`config.mk`:
```
export PLATFORM = sky130hd
export DESIGN_NAME = text_pixel_pipe_flat
export DESIGN_NICKNAME = d
export VERILOG_FILES = /design/src/rtl/text_pkg.sv /design/src/rtl/text_pixel_pipe_if.sv /design/src/rtl/font_rom.sv /design/src/rtl/text_palette.sv /design/src/rtl/text_pixel_pipe.sv /design/src/flat_wrapper.sv
export SDC_FILE = /design/constraint.sdc
export NUM_CORES = 1
export LEC_CHECK = 0
export BUFFER_PORTS_ARGS = -buffer_cell sky130_fd_sc_hd__buf_2
export CORE_MARGIN = 5
export CORE_UTILIZATION = 40
export CTS_CLUSTER_SIZE = 12
export DETAILED_ROUTE_END_ITERATION = 10
export PLACE_DENSITY_LB_ADDON = 0.25
export SLEW_MARGIN = 0
export SYNTH_ARGS = -nofsm -noshare
export SYNTH_HDL_FRONTEND = slang
export SYNTH_HIERARCHICAL = 1
export SYNTH_SLANG_ARGS = --single-unit
```
`constraint.sdc`:
```
create_clock -name pixel_clk -period 6.4 [get_ports pixel_clk]
set_input_delay 0.32 -clock pixel_clk [delete_from_list [all_inputs] [get_ports pixel_clk]]
set_output_delay 0.32 -clock pixel_clk [all_outputs]
set_load 0.05 [all_outputs]
```
`src/rtl/text_pkg.sv`:
```
// Shared types and constants for the text-mode pixel renderer.
// Optional cursor blink is enabled by defining TEXT_BLINK_EN.
package text_pkg;

    localparam int unsigned GLYPH_W        = 8;
    localparam int unsigned GLYPH_H        = 16;
    localparam int unsigned FONT_ADDR_W    = 11;
    localparam int unsigned COORD_W        = 10;
    localparam int unsigned CODE_W         = 16;
    localparam int unsigned GLYPH_CODE_W   = 7;
    localparam int unsigned PAL_ADDR_W     = 4;
    localparam int unsigned COL_W          = 3;
    localparam int unsigned ROW_W          = 4;
    localparam int unsigned DEF_COLOR_BITS = 4;
`ifdef TEXT_BLINK_EN
    localparam int unsigned CUR_X_W        = 7;
    localparam int unsigned CUR_Y_W        = 5;
`endif

    // Cell word layout: [15] invert, [14:8] glyph, [7:4] fg index, [3:0] bg index
    typedef struct packed {
        logic                    inv;
        logic [GLYPH_CODE_W-1:0] glyph;
        logic [PAL_ADDR_W-1:0]   fg;
        logic [PAL_ADDR_W-1:0]   bg;
    } code_t;

    // Palette word at the default channel width, {R,G,B} with R in the MSBs
    typedef struct packed {
        logic [DEF_COLOR_BITS-1:0] r;
        logic [DEF_COLOR_BITS-1:0] g;
        logic [DEF_COLOR_BITS-1:0] b;
    } rgb_t;

    // Per-pixel side-band carried alongside the font lookup
    typedef struct packed {
        logic [COL_W-1:0]      col;
        logic                  inv;
        logic                  hit;
        logic [PAL_ADDR_W-1:0] fg;
        logic [PAL_ADDR_W-1:0] bg;
        logic                  vde;
        logic                  hsync;
        logic                  vsync;
    } side_t;

    // Palette reset fill: entry 0 black, every other entry white
    localparam logic PAL_RST_ENTRY0 = 1'b0;
    localparam logic PAL_RST_OTHERS = 1'b1;

endpackage

```
`src/rtl/text_pixel_pipe_if.sv`:
```
// Video-in / pixel-out bundle of the text pixel pipe.
// Cursor position signals exist only when TEXT_BLINK_EN is defined.
interface text_pixel_pipe_if #(
    parameter int unsigned COLOR_BITS = text_pkg::DEF_COLOR_BITS
);
    logic [text_pkg::COORD_W-1:0]    DrawX;
    logic [text_pkg::COORD_W-1:0]    DrawY;
    logic                            vde_in;
    logic                            hsync_in;
    logic                            vsync_in;
    logic [text_pkg::CODE_W-1:0]     code;
    logic                            pal_we;
    logic [text_pkg::PAL_ADDR_W-1:0] pal_waddr;
    logic [3*COLOR_BITS-1:0]         pal_wdata;
`ifdef TEXT_BLINK_EN
    logic [text_pkg::CUR_X_W-1:0]    cursor_x;
    logic [text_pkg::CUR_Y_W-1:0]    cursor_y;
`endif
    logic [COLOR_BITS-1:0]           Red;
    logic [COLOR_BITS-1:0]           Green;
    logic [COLOR_BITS-1:0]           Blue;
    logic                            vde_out;
    logic                            hsync_out;
    logic                            vsync_out;

    // Timing generator / VRAM side
    modport master (
`ifdef TEXT_BLINK_EN
        output cursor_x, cursor_y,
`endif
        output DrawX, DrawY, vde_in, hsync_in, vsync_in, code,
        output pal_we, pal_waddr, pal_wdata,
        input  Red, Green, Blue, vde_out, hsync_out, vsync_out
    );

    // Renderer side
    modport slave (
`ifdef TEXT_BLINK_EN
        input  cursor_x, cursor_y,
`endif
        input  DrawX, DrawY, vde_in, hsync_in, vsync_in, code,
        input  pal_we, pal_waddr, pal_wdata,
        output Red, Green, Blue, vde_out, hsync_out, vsync_out
    );

endinterface

```
`src/rtl/font_rom.sv`:
```
// Character generator, 16 rows x 8 columns per glyph, MSB is the leftmost pixel.
// Only the populated glyphs are listed; every other code renders blank.
module font_rom
    import text_pkg::*;
(
    input  logic [FONT_ADDR_W-1:0] addr,
    output logic [GLYPH_W-1:0]     data
);

    // Combinational lookup; the pipe registers the result
    always_comb begin
        data = '0;
        case (addr)
            // 0x41 'A'
            11'h412: data = 8'h10;
            11'h413: data = 8'h38;
            11'h414: data = 8'h6c;
            11'h415: data = 8'hc6;
            11'h416: data = 8'hc6;
            11'h417: data = 8'hfe;
            11'h418: data = 8'hc6;
            11'h419: data = 8'hc6;
            11'h41a: data = 8'hc6;
            11'h41b: data = 8'hc6;
            // 0x42 'B'
            11'h422: data = 8'hfc;
            11'h423: data = 8'h66;
            11'h424: data = 8'h66;
            11'h425: data = 8'h66;
            11'h426: data = 8'h7c;
            11'h427: data = 8'h66;
            11'h428: data = 8'h66;
            11'h429: data = 8'h66;
            11'h42a: data = 8'h66;
            11'h42b: data = 8'hfc;
            // 0x48 'H'
            11'h482: data = 8'hc6;
            11'h483: data = 8'hc6;
            11'h484: data = 8'hc6;
            11'h485: data = 8'hc6;
            11'h486: data = 8'hfe;
            11'h487: data = 8'hc6;
            11'h488: data = 8'hc6;
            11'h489: data = 8'hc6;
            11'h48a: data = 8'hc6;
            11'h48b: data = 8'hc6;
            default: data = '0;
        endcase
    end

endmodule

```
`src/rtl/text_palette.sv`:
```
// Writable colour palette: one write port, two combinational reads of the stored array.
// A write becomes visible to the read ports on the cycle after its clock edge.
module text_palette
    import text_pkg::*;
#(
    parameter int unsigned COLOR_BITS = DEF_COLOR_BITS,
    parameter int unsigned PAL_DEPTH  = 16
) (
    input  logic                         clk,
    input  logic                         rst,
    input  logic                         we,
    input  logic [$clog2(PAL_DEPTH)-1:0] waddr,
    input  logic [3*COLOR_BITS-1:0]      wdata,
    input  logic [$clog2(PAL_DEPTH)-1:0] fg_idx,
    input  logic [$clog2(PAL_DEPTH)-1:0] bg_idx,
    output logic [3*COLOR_BITS-1:0]      fg_rgb_c,
    output logic [3*COLOR_BITS-1:0]      bg_rgb_c
);

    localparam int unsigned IDX_W  = $clog2(PAL_DEPTH);
    localparam int unsigned WORD_W = 3 * COLOR_BITS;

    logic [WORD_W-1:0] mem [PAL_DEPTH];

    // Entry storage with black/white reset fill
    always_ff @(posedge clk or posedge rst) begin
        if (rst) begin
            for (int i = 0; i < int'(PAL_DEPTH); i++) begin
                mem[IDX_W'(i)] <= (i == 0) ? {WORD_W{PAL_RST_ENTRY0}} : {WORD_W{PAL_RST_OTHERS}};
            end
        end else if (we) begin
            mem[waddr] <= wdata;
        end
    end

    assign fg_rgb_c = mem[fg_idx];
    assign bg_rgb_c = mem[bg_idx];

endmodule

```
`src/rtl/text_pixel_pipe.sv`:
```
// Three-stage text-mode pixel renderer: S0 address/side-band, S1 font read, S2 colour.
// Define TEXT_BLINK_EN to add the blinking hardware cursor (cursor ports + blink counter).
module text_pixel_pipe
    import text_pkg::*;
#(
    parameter int unsigned COLOR_BITS   = DEF_COLOR_BITS,
    parameter int unsigned PAL_DEPTH    = 16
`ifdef TEXT_BLINK_EN
    ,
    parameter int unsigned BLINK_FRAMES = 30
`endif
) (
    input logic              pixel_clk,
    input logic              reset,
    text_pixel_pipe_if.slave bus
);

    localparam int unsigned IDX_W  = $clog2(PAL_DEPTH);
    localparam int unsigned WORD_W = 3 * COLOR_BITS;

    code_t                  cw_c;
    logic                   cursor_hit_c;
    logic [FONT_ADDR_W-1:0] font_addr_c;
    side_t                  side_c;

    logic [FONT_ADDR_W-1:0] s0_addr;
    side_t                  s0_side;
    logic [GLYPH_W-1:0]     rom_c;
    logic [GLYPH_W-1:0]     s1_rom;
    side_t                  s1_side;

    logic                   pix_bit_c;
    logic                   on_c;
    logic [WORD_W-1:0]      fg_rgb_c;
    logic [WORD_W-1:0]      bg_rgb_c;
    logic [WORD_W-1:0]      colour_c;

    logic [WORD_W-1:0]      rgb_q;
    logic                   vde_q;
    logic                   hsync_q;
    logic                   vsync_q;

    logic                   unused_bits;

    assign cw_c = code_t'(bus.code);

`ifdef TEXT_BLINK_EN
    localparam int unsigned CNT_W = (BLINK_FRAMES > 1) ? $clog2(BLINK_FRAMES) : 1;

    logic             vsync_prev;
    logic [CNT_W-1:0] blink_cnt;
    logic             blink_phase;

    // Count vsync rising edges; flip the cursor phase every BLINK_FRAMES edges
    always_ff @(posedge pixel_clk or posedge reset) begin
        if (reset) begin
            vsync_prev  <= 1'b0;
            blink_cnt   <= '0;
            blink_phase <= 1'b0;
        end else begin
            vsync_prev <= bus.vsync_in;
            if (bus.vsync_in && !vsync_prev) begin
                if (blink_cnt == CNT_W'(BLINK_FRAMES - 1)) begin
                    blink_cnt   <= '0;
                    blink_phase <= ~blink_phase;
                end else begin
                    blink_cnt <= blink_cnt + CNT_W'(1);
                end
            end
        end
    end

    assign cursor_hit_c = blink_phase
                       && (bus.DrawX[COORD_W-1:COL_W] == bus.cursor_x)
                       && (bus.DrawY[ROW_W+CUR_Y_W-1:ROW_W] == bus.cursor_y);
`else
    assign cursor_hit_c = 1'b0;
`endif

    // S0 inputs: font row address and the side-band that travels with it
    always_comb begin
        font_addr_c   = FONT_ADDR_W'(cw_c.glyph) * FONT_ADDR_W'(GLYPH_H)
                      + FONT_ADDR_W'(bus.DrawY[ROW_W-1:0]);
        side_c        = '0;
        side_c.col    = bus.DrawX[COL_W-1:0];
        side_c.inv    = cw_c.inv;
        side_c.hit    = cursor_hit_c;
        side_c.fg     = cw_c.fg;
        side_c.bg     = cw_c.bg;
        side_c.vde    = bus.vde_in;
        side_c.hsync  = bus.hsync_in;
        side_c.vsync  = bus.vsync_in;
    end

    // S0 register
    always_ff @(posedge pixel_clk or posedge reset) begin
        if (reset) begin
            s0_addr <= '0;
            s0_side <= '0;
        end else begin
            s0_addr <= font_addr_c;
            s0_side <= side_c;
        end
    end

    font_rom u_font_rom (
        .addr (s0_addr),
        .data (rom_c)
    );

    // S1 register: font row plus side-band in lock-step
    always_ff @(posedge pixel_clk or posedge reset) begin
        if (reset) begin
            s1_rom  <= '0;
            s1_side <= '0;
        end else begin
            s1_rom  <= rom_c;
            s1_side <= s0_side;
        end
    end

    text_palette #(
        .COLOR_BITS (COLOR_BITS),
        .PAL_DEPTH  (PAL_DEPTH)
    ) u_palette (
        .clk      (pixel_clk),
        .rst      (reset),
        .we       (bus.pal_we),
        .waddr    (bus.pal_waddr[IDX_W-1:0]),
        .wdata    (bus.pal_wdata),
        .fg_idx   (s1_side.fg[IDX_W-1:0]),
        .bg_idx   (s1_side.bg[IDX_W-1:0]),
        .fg_rgb_c (fg_rgb_c),
        .bg_rgb_c (bg_rgb_c)
    );

    // S2 colour select: column 0 is the glyph MSB, blanked outside active video
    always_comb begin
        pix_bit_c = s1_rom[COL_W'(GLYPH_W - 1) - s1_side.col];
        on_c      = pix_bit_c ^ s1_side.inv ^ s1_side.hit;
        colour_c  = '0;
        if (s1_side.vde) begin
            colour_c = on_c ? fg_rgb_c : bg_rgb_c;
        end
    end

    // S2 output register
    always_ff @(posedge pixel_clk or posedge reset) begin
        if (reset) begin
            rgb_q   <= '0;
            vde_q   <= 1'b0;
            hsync_q <= 1'b0;
            vsync_q <= 1'b0;
        end else begin
            rgb_q   <= colour_c;
            vde_q   <= s1_side.vde;
            hsync_q <= s1_side.hsync;
            vsync_q <= s1_side.vsync;
        end
    end

    assign bus.Red       = rgb_q[WORD_W-1 -: COLOR_BITS];
    assign bus.Green     = rgb_q[2*COLOR_BITS-1 -: COLOR_BITS];
    assign bus.Blue      = rgb_q[COLOR_BITS-1:0];
    assign bus.vde_out   = vde_q;
    assign bus.hsync_out = hsync_q;
    assign bus.vsync_out = vsync_q;

    // Coordinate and index bits not consumed in every configuration
    assign unused_bits = ^{bus.DrawX, bus.DrawY, bus.pal_waddr, s1_side.fg, s1_side.bg};

endmodule

```
`src/flat_wrapper.sv`:
```
// flat-port wrapper written by rule: the top's interface ports become plain ports
module text_pixel_pipe_flat import text_pkg::*;
#(
    parameter int unsigned COLOR_BITS   = DEF_COLOR_BITS,
    parameter int unsigned PAL_DEPTH    = 16

)
  (pixel_clk, reset, bus_DrawX, bus_DrawY, bus_vde_in, bus_hsync_in, bus_vsync_in, bus_code, bus_pal_we, bus_pal_waddr, bus_pal_wdata, bus_Red, bus_Green, bus_Blue, bus_vde_out, bus_hsync_out, bus_vsync_out);
  text_pixel_pipe_if #(.COLOR_BITS(COLOR_BITS)) bus_i ();
  input logic pixel_clk;
  input logic reset;
  input wire logic [$bits(bus_i.DrawX)-1:0] bus_DrawX;
  input wire logic [$bits(bus_i.DrawY)-1:0] bus_DrawY;
  input wire logic [$bits(bus_i.vde_in)-1:0] bus_vde_in;
  input wire logic [$bits(bus_i.hsync_in)-1:0] bus_hsync_in;
  input wire logic [$bits(bus_i.vsync_in)-1:0] bus_vsync_in;
  input wire logic [$bits(bus_i.code)-1:0] bus_code;
  input wire logic [$bits(bus_i.pal_we)-1:0] bus_pal_we;
  input wire logic [$bits(bus_i.pal_waddr)-1:0] bus_pal_waddr;
  input wire logic [$bits(bus_i.pal_wdata)-1:0] bus_pal_wdata;
  output wire logic [$bits(bus_i.Red)-1:0] bus_Red;
  output wire logic [$bits(bus_i.Green)-1:0] bus_Green;
  output wire logic [$bits(bus_i.Blue)-1:0] bus_Blue;
  output wire logic [$bits(bus_i.vde_out)-1:0] bus_vde_out;
  output wire logic [$bits(bus_i.hsync_out)-1:0] bus_hsync_out;
  output wire logic [$bits(bus_i.vsync_out)-1:0] bus_vsync_out;
  assign bus_i.DrawX = bus_DrawX;
  assign bus_i.DrawY = bus_DrawY;
  assign bus_i.vde_in = bus_vde_in;
  assign bus_i.hsync_in = bus_hsync_in;
  assign bus_i.vsync_in = bus_vsync_in;
  assign bus_i.code = bus_code;
  assign bus_i.pal_we = bus_pal_we;
  assign bus_i.pal_waddr = bus_pal_waddr;
  assign bus_i.pal_wdata = bus_pal_wdata;
  assign bus_Red = bus_i.Red;
  assign bus_Green = bus_i.Green;
  assign bus_Blue = bus_i.Blue;
  assign bus_vde_out = bus_i.vde_out;
  assign bus_hsync_out = bus_i.hsync_out;
  assign bus_vsync_out = bus_i.vsync_out;
  text_pixel_pipe #(.COLOR_BITS(COLOR_BITS), .PAL_DEPTH(PAL_DEPTH)) u_core (.pixel_clk(pixel_clk), .reset(reset), .bus(bus_i));
endmodule
```
# Word-level counts from Yosys, hierarchy flattened

Index checks and enable logic that the tools add are counted.

Mux-type cells: 14
Equality and inequality tests: 30
Magnitude comparators: 5
Bitwise operators: 5
Reduce and logical (&&, ||, !) cells: 6
Add/subtract/negate cells: 2

Operator list:

| operator               | number |
|---|---|
| $eq A11 B11 Y1 const B | 30 |
| $bwmux W192            | 1 |
| $bmux W12 S4           | 2 |
| $mux W12               | 7 |
| $pmux W8 S8            | 1 |
| $demux W12 S4          | 1 |
| $ge A5 B5 Y1 const B   | 3 |
| $not A4 Y5             | 3 |
| $reduce_or A15 Y1      | 1 |
| $add A11 B4 Y11        | 1 |
| $reduce_or A7 Y1       | 1 |
| $lt A5 B1 Y1 const B   | 1 |
| $lt A3 B4 Y1 const B   | 1 |
| $reduce_or A2 Y1       | 2 |
| $bmux W1 S3            | 1 |
| $sub A3 B3 Y3 const A  | 1 |
| $reduce_and A2 Y1      | 1 |
| $logic_and A1 B1 Y1    | 1 |
| $mux W1                | 1 |
| $not A1 Y1             | 1 |
| $xor A1 B1 Y1          | 1 |

Output and inout bits: 15
Bits of input ports: 58
Register bits after elaboration: 256
Logic and storage cells: 98

# Logic depth before layout (Yosys ltp)

Gate-level depths: netlist of the first run.

Depth in word-level cells: 6
Gate-level depth with buffers: 9

# Modules after synthesis

The synthesis of the first run kept the hierarchy.

Modules (own cells, without submodules):

| module          | area each (sq um) | times used | cells an instance | sequential area each (sq um) |
|---|---|---|---|---|
| text_palette    | 9466.6            | 1          | 525               | 5390.2 |
| text_pixel_pipe | 2077.0            | 1          | 138               | 1601.5 |
| font_rom        | 367.9             | 1          | 58                | 0.0 |

# Worst setup path before layout of the first run

No wires, ideal clock.

Path kind: input to register
From: in reset
To: reg u_core/u_palette/mem[84] (netlist name) (enable)
Path buffers: 0
Required time: 6004 ps
Setup slack: 2376 ps
Stages: 3
Setup time: 396 ps
Data arrival time: 3628 ps
Cells stage by stage: inv_1 > nand4b_1 > nor3_1

Word-level cells in the longest chain between the ends: 2

Ends and longest elaborated chain:

| element                            | RTL line           | source |
|---|---|---|
| from (decl)                        | flat_wrapper.sv:11 | `input logic reset;` |
| $not A1 Y1 (no source line)        | n/a                |  |
| $reduce_and A2 Y1 (no source line) | n/a                |  |
| to (signal, indexed assignment)    | text_palette.sv:29 | `mem[IDX_W'(i)] <= (i == 0) ? {WORD_W{PAL_RST_ENTRY0}} : {WORD_W{PAL_RST_OTHERS}};` |
| to (signal, indexed assignment)    | text_palette.sv:32 | `mem[waddr] <= wdata;` |
| to (decl)                          | text_palette.sv:23 | `logic [WORD_W-1:0] mem [PAL_DEPTH];` |

No other way between the ends.
A chain may end at the register's enable or synchronous reset.

# Worst setup path after layout of the first run

From: reg u_core/s1_side[3] (netlist name)
To: reg u_core.rgb_q[5]

Word-level cells in the longest chain between the ends: 6

Ends and longest elaborated chain:

| element                                     | RTL line               | source |
|---|---|---|
| from (decl)                                 | text_pixel_pipe.sv:30  | `side_t s1_side;` |
| from (signal assigned)                      | text_pixel_pipe.sv:118 | `s1_side <= s0_side;` |
| $not A4 Y5 (implied by the code)            | text_palette.sv:37     | `assign bg_rgb_c = mem[bg_idx];` |
| $bmux W12 S4                                | text_palette.sv:37     |  |
| $mux W12 (implied by the code) (2 in a row) | text_palette.sv:37     |  |
| via u_core.bg_rgb_c[5]                      | text_pixel_pipe.sv:35  | `logic [WORD_W-1:0] bg_rgb_c;` |
| $mux W12                                    | text_pixel_pipe.sv:143 | `colour_c = on_c ? fg_rgb_c : bg_rgb_c;` |
| $mux W12                                    | text_pixel_pipe.sv:142 | `if (s1_side.vde) begin` |
| via u_core.colour_c[5]                      | text_pixel_pipe.sv:36  | `logic [WORD_W-1:0] colour_c;` |
| to (signal assigned)                        | text_pixel_pipe.sv:155 | `rgb_q <= colour_c;` |
| to (decl)                                   | text_pixel_pipe.sv:38  | `logic [WORD_W-1:0] rgb_q;` |

The timed path passes the listed nets, and every way through them passes these cells. The select of a mux whose other input is x is not followed.

==> results.tsv, run 1 <==
metric	value	unit
crit path DAT	3670	ps
Min Hold Slack	179	ps
initial DRC count	532	
max_slew headroom	32.4	%
Max-Cap Viols	0	
CTS Buf Count	27	
DR WL met3	1.69	mm
Final Slew Violations	0	
WL final	29.0	mm
nets@finish	865	
Reg2Reg Depth	6	
outcome	complete, no violations	
Post-CTS Setup Inserts	0	
first-pass GRT wire length	45.1	mm
HP Class	in -> reg	
Final Critical Period	3270	ps
worst vdd ir	0.183	mV
Design Area, Final	13700	um^2
crit path max fanout	27	
WL/cell	23.8	um
yosys warns	6	
synth unique cells	47	
WL met2	15.0	mm
# diodes	0	
Initial Util	40.3	%
Setup Total Neg Slack	0	ps
area occupied by registers	7000	um^2
io pins	73	
Congestion Overflow GR	0	
met1 wire length	11.7	mm
gp weighted congestion	0.775	
DRC violations left	0	
Seq/Total Area, Yosys	58.7	%
Syn Area/Cell	16.5	um^2
Final Total Pwr	4.17	mW
CP endpoint	u_core/rgb_q[5]	
Data required, critical path	6800	ps
Primary FF master, synth	edfxtp_1	
fillcell total	2538	
CTS clk-pin slew, worst paths	60	ps
area added between synthesis and finish	15.1	%
largest net degree at the start of global routing	81	
GR Util All Layers	17.6	%
flop-to-flop setup slack	3130	ps
Routed Antenna Nets	0	
Cell Pwr Density	304	nW/um^2
area of the multi-input gates	4650	um^2
PortBufs	59	
Setup CP Type	reg -> reg	
number of synthesized flops with an enable pin	96	
Core Region	29600	um^2
clk_lat worst skew	540	ps
FFs w/ async S/R, synth	62.5	%
RSZ-0062 raised after global routing	false	
Root Driver	clkbuf_16	
die width	183	um
CTS sink count	256	
drt pass-1 iters	5	
final setup vio count	0	
fmax	306	MHz
Post-Syn Instances	721	
skew final	15.9	ps
R2R Path End	u_core/rgb_q[5]	
deepest clock path buffer count	3	
Hold Path Origin	bus_pal_wdata[7]	
die area	33300	um^2
Placed Area	12600	um^2
vias	7008	
Worst-Margin Slew	993	ps
Leak Pwr	5.13	nW
CTS tree	built	
worst setup path start	u_core/s1_side[3]	
Cell Area, Synth	11900	um^2
fraction of layout cells with a size suffix above 1	48.9	%
Setup WS pre-CTS	3080	ps
Startpoint Class	register	
hpwl dp	18.1	mm
top routing layer in use	met4	
Resize count post-CTS	0	
fin worst setup slack	3130	ps
vias in the first global route	7649	
reg2reg start	u_core/s1_side[3]	
die height	183	um
final cell count without fillers	1218	
Util after Layout	46.4	%
placed cells	1141	
DR vias/cell	5.75	
Hold Violations, Final	0	
initial antenna violation count	0	
Synth Register Bits	256	
# hold bufs at CTS	27	
Synth Net Count	779	
Setup crit end kind	register	
H-tree depth	1	
Site Rows	63	
final period utilization	51.1	%
critical path: stages, from the launching register on:
cell and delay (ps):
dfrtp_2 920, buf_4 610, mux4_2 570, a22oi_1 400
nand2_1 130, and3_1 160, a311o_1 330
cell families after synthesis:
family,Yosys count,share of synthesized area [%]
other cells,1,0.0315
flops,256,58.7
compound gates,90,5.60
buf+inv,53,2.39
simple gates,125,5.41
xor+xnor,1,0.0735
mux,195,27.8
per-layer routing:
layer	vias up	track usage, %
met5	-	0
met4	0	4.41
met3	55	2.99
met2	204	30.6
met1	3718	23.0
li1	3031	-
cells in the mapped netlist (3+ instances only):
cell      number  area share (%)
a22oi_1       48             3.0
nand3b_1       3            0.19
nand2_1       52             1.6
a21oi_1       16            0.67
and2_1         3            0.16
buf_4          8            0.50
mux2_2        87             8.2
buf_2         21            0.88
dfstp_2       84              19
clkbuf_1      17            0.54
nand2b_1       7            0.37
o21ai_0        4            0.17
nor2_1        17            0.54
mux2_1         9            0.85
dfrtp_1       76              16
a311o_1       11            0.92
nor2b_1        8            0.42
buf_6          4            0.38
nand3_1        4            0.17
edfxtp_1      96              24
inv_1          3           0.095
mux4_2        98              19
nand4b_1       4            0.29
and3_1        11            0.58
registers in the layout, indices dropped and copies added (netlist names):
signal                cells
u_core/s1_rom             8
u_core/bus.hsync_out      1
u_core/rgb_q             12
u_core/s0_side           15
u_core/u_palette/mem    192
u_core/bus.vde_out        1
u_core/s0_addr           11
u_core/s1_side           15
u_core/bus.vsync_out      1
where the power goes:
group	switching [mW]	internal [mW]
clock	0.614	0.853
combinational	0.282	0.331
sequential	0.122	1.97
total	1.02	3.15
final cells by class:
| type | instances | area share (%) |
|---|---|---|
| sequential | 256 | 51.0 |
| multi-input combinational | 412 | 33.9 |
| clock buffer | 44 | 5.86 |
| timing repair buffer | 107 | 5.28 |
| tap | 390 | 3.56 |
| clock inverter | 6 | 0.237 |
| inverter | 3 | 0.0913 |
layout by cell type, fill, tap and decap left out, drive strengths merged, types with 16 or more instances in the layout:
cell | netlist | routed
nand2 | 52 | 52
a22oi | 48 | 48
mux4 | 98 | 98
edfxtp | 96 | 96
dfrtp | 76 | 76
a21oi | 16 | 16
clkbuf | 17 | 44
nor2 | 17 | 17
dfstp | 84 | 84
mux2 | 96 | 96
buf | 33 | 80
dlygate4sd3 | 0 | 27
how the worst min path moves through the flow:
| stage | endpoint | slack (ps) | depth (start not counted) |
|---|---|---|---|
| after global routing | u_core/u_palette/mem[24] | 170 | 1 |
| after global placement | u_core/u_palette/mem[180] | 300 | 2 |
| after CTS | u_core/u_palette/mem[95] | 150 | 1 |
| final | u_core/u_palette/mem[55] | 180 | 1 |
| after detailed placement | u_core/u_palette/mem[180] | 310 | 2 |
| after floorplan | u_core/bus.hsync_out | 330 | 0 |
Power figures use the tool's default switching activity.
==> run 2, diff against run 1 <==
- clock period: 6.4 -> 3.05 ns (I/O delays scaled with it)
==> run 2 against run 1 <==
- utilization up 0.78 points
- combinational power up 110%
- die area unchanged
- via count up 0.31%
- non-clock buffer count up 10
- clock power up 130%
- sequential share of layout area down 0.84 points
- clock skew down 6.2 ps
- total power up 120%
- critical path type unchanged
- largest cell class unchanged
- largest power group unchanged
==> results.tsv, run 2 (synthesized netlist as in run 1, its figures left out) <==
metric	value	unit	change
PortBufs	59		unchanged
die width	183	um	unchanged
clk_lat worst skew	520	ps	-20 ps
vias	7030		+0.31%
DRC violations left	0		unchanged
die height	183	um	unchanged
CP max stage delay	560	ps	-360 ps
fin worst setup slack	627	ps	-2500 ps
largest net degree at the start of global routing	62		-23%
Top cell by count, worst path	nand2_1		
fmax	413	MHz	+35%
skew final	9.71	ps	-6.21 ps
initial DRC count	618		+16%
outcome	complete, no violations		
RSZ-0062 raised after global routing	false		
initial antenna violation count	0		unchanged
max reg flops	192		unchanged
CTS sink count	256		unchanged
Max-Cap Viols	0		unchanged
hpwl dp	18.6	mm	+2.4%
Cell Pwr Density	647	nW/um^2	+110%
Site Rows	63		unchanged
die area	33300	um^2	unchanged
Congestion Overflow GR	0		unchanged
worst vdd ir	0.408	mV	+120%
Top Registers	u_core/u_palette/mem: 192 flops, u_core/s0_side: 15 flops, u_core/s1_side: 15 flops		
flop-to-flop setup slack	630	ps	-2500 ps
Setup WS pre-CTS	635	ps	-2450 ps
crit path DAT	2830	ps	-840 ps
Final Critical Period	2420	ps	-848 ps
Setup CP Type	reg -> reg		
# hold bufs at CTS	29		+7.4%
CTS Buf Count	28		+3.7%
max_slew headroom	34.6	%	+2.2 points
DR vias/cell	5.72		-0.66%
Setup crit end kind	register		
Startpoint Class	register		
Hold Violations, Final	0		unchanged
CTS tree	built		
WL final	29.1	mm	+0.36%
largest register by flop count	u_core/u_palette/mem		
HP Class	in -> reg		
H-tree depth	1		unchanged
vias in the first global route	7738		+1.2%
Core Region	29600	um^2	unchanged
Setup Total Neg Slack	0	ps	unchanged
first-pass GRT wire length	45.1	mm	-0.11%
WL/cell	23.6	um	-0.62%
GR Util All Layers	17.6	%	about the same
io pins	73		unchanged
commonest cells after routing, fill and taps aside	mux4_2 (98), edfxtp_1 (96), mux2_2 (87), dfstp_2 (84), dfrtp_1 (72)		
Placed Area	12700	um^2	+0.93%
Min Hold Slack	23.9	ps	-155 ps
# diodes	0		unchanged
deepest clock path buffer count	3		unchanged
most common cell after layout, fill and taps aside	mux4_2		
gp weighted congestion	0.788		+1.6%
Root Driver	clkbuf_16		
drt pass-1 iters	5		unchanged
Post-CTS Setup Inserts	0		unchanged
area added between synthesis and finish	17.0	%	
Initial Util	40.3	%	unchanged
Routed Antenna Nets	0		unchanged
nets@finish	876		+1.3%
Leak Pwr	5.25	nW	+2.2%
final period utilization	79.4	%	+28 points
fillcell total	2504		-1.3%
fraction of layout cells with a size suffix above 1	49.0	%	+0.13 points
Resize count post-CTS	0		unchanged
CP max stage cell	mux4_2		
crit path max fanout	48		+78%
Final Slew Violations	0		unchanged
Worst-Margin Slew	979	ps	-13.7 ps
critical path cell sequence	buf_12, mux4_2, a22oi_1, nand2_1, nand2_1, a21oi_1, a311o_1		
Data required, critical path	3460	ps	-3340 ps
CTS clk-pin slew, worst paths	60	ps	about the same
final setup vio count	0		unchanged
Design Area, Final	13900	um^2	+1.7%
## run 2: changes by cell type in the layout (fill, tap and decap cells not counted), moves of 2 or more
cell and change:
bufinv_16 +3, clkbuf_16 +2, buf_12 +5, clkbuf_1 -2, dlygate4sd3_1 +2, buf_4 +3
nor2_2 -3, clkinv_1 +2, clkbuf_8 -3, nor2_1 +3
## run 2: power by group
group          internal [mW]  switching [mW]
Clock                   2.06            1.29
Sequential              4.13           0.244
Combinational          0.707           0.591
## run 2: worst paths after layout
path,from,cells past startpoint,end
max,u_core/s1_side[7],7,u_core/rgb_q[4]
min,bus_pal_wdata[0],1,u_core/u_palette/mem[60]
max reg2reg,u_core/s1_side[7],7,u_core/rgb_q[4]
min reg2reg,u_core/s0_side[3],0,u_core/s1_side[3]
max in group asynchronous,reset,5,u_core/u_palette/mem[182]
min in group asynchronous,reset,4,u_core/u_palette/mem[180]
## run 2: stage by stage
stage / power (mW) / cells / util (%)
3_5_place_dp: 5.71 / 1149 / 43.0
6_report: 9.02 / 1230 / 47.2
5_1_grt: 9.42 / 1230 / 47.2
2_1_floorplan: 5.31 / 721 / -
3_3_place_gp: 5.61 / 1149 / 43.0
4_1_cts: 9.13 / 1230 / 47.2
## run 2: layer usage
layer	share of wire, %	track usage, %
met1	39	22.5
met2	52	31.2
met3	6.9	2.97
met4	1.8	4.50
met5	0	0
## run 2: final cells by class
| type | instances | area, um^2 | area share, % |
|---|---|---|---|
| clock buffer | 40 | 797 | 5.72 |
| tap | 390 | 488 | 3.50 |
| inverter | 3 | 15.0 | 0.108 |
| sequential | 256 | 7000 | 50.2 |
| clock inverter | 12 | 131 | 0.943 |
| timing repair buffer | 117 | 866 | 6.21 |
| multi-input combinational | 412 | 4640 | 33.3 |
## run 2: worst max-delay path, delay by kind of cell, from the launching register on
| family | cells | cell delay [ps] |
|---|---|---|
| buf+inv | 1 | 360 |
| compound gates | 3 | 760 |
| flops | 1 | 370 |
| simple gates | 2 | 240 |
| mux | 1 | 560 |
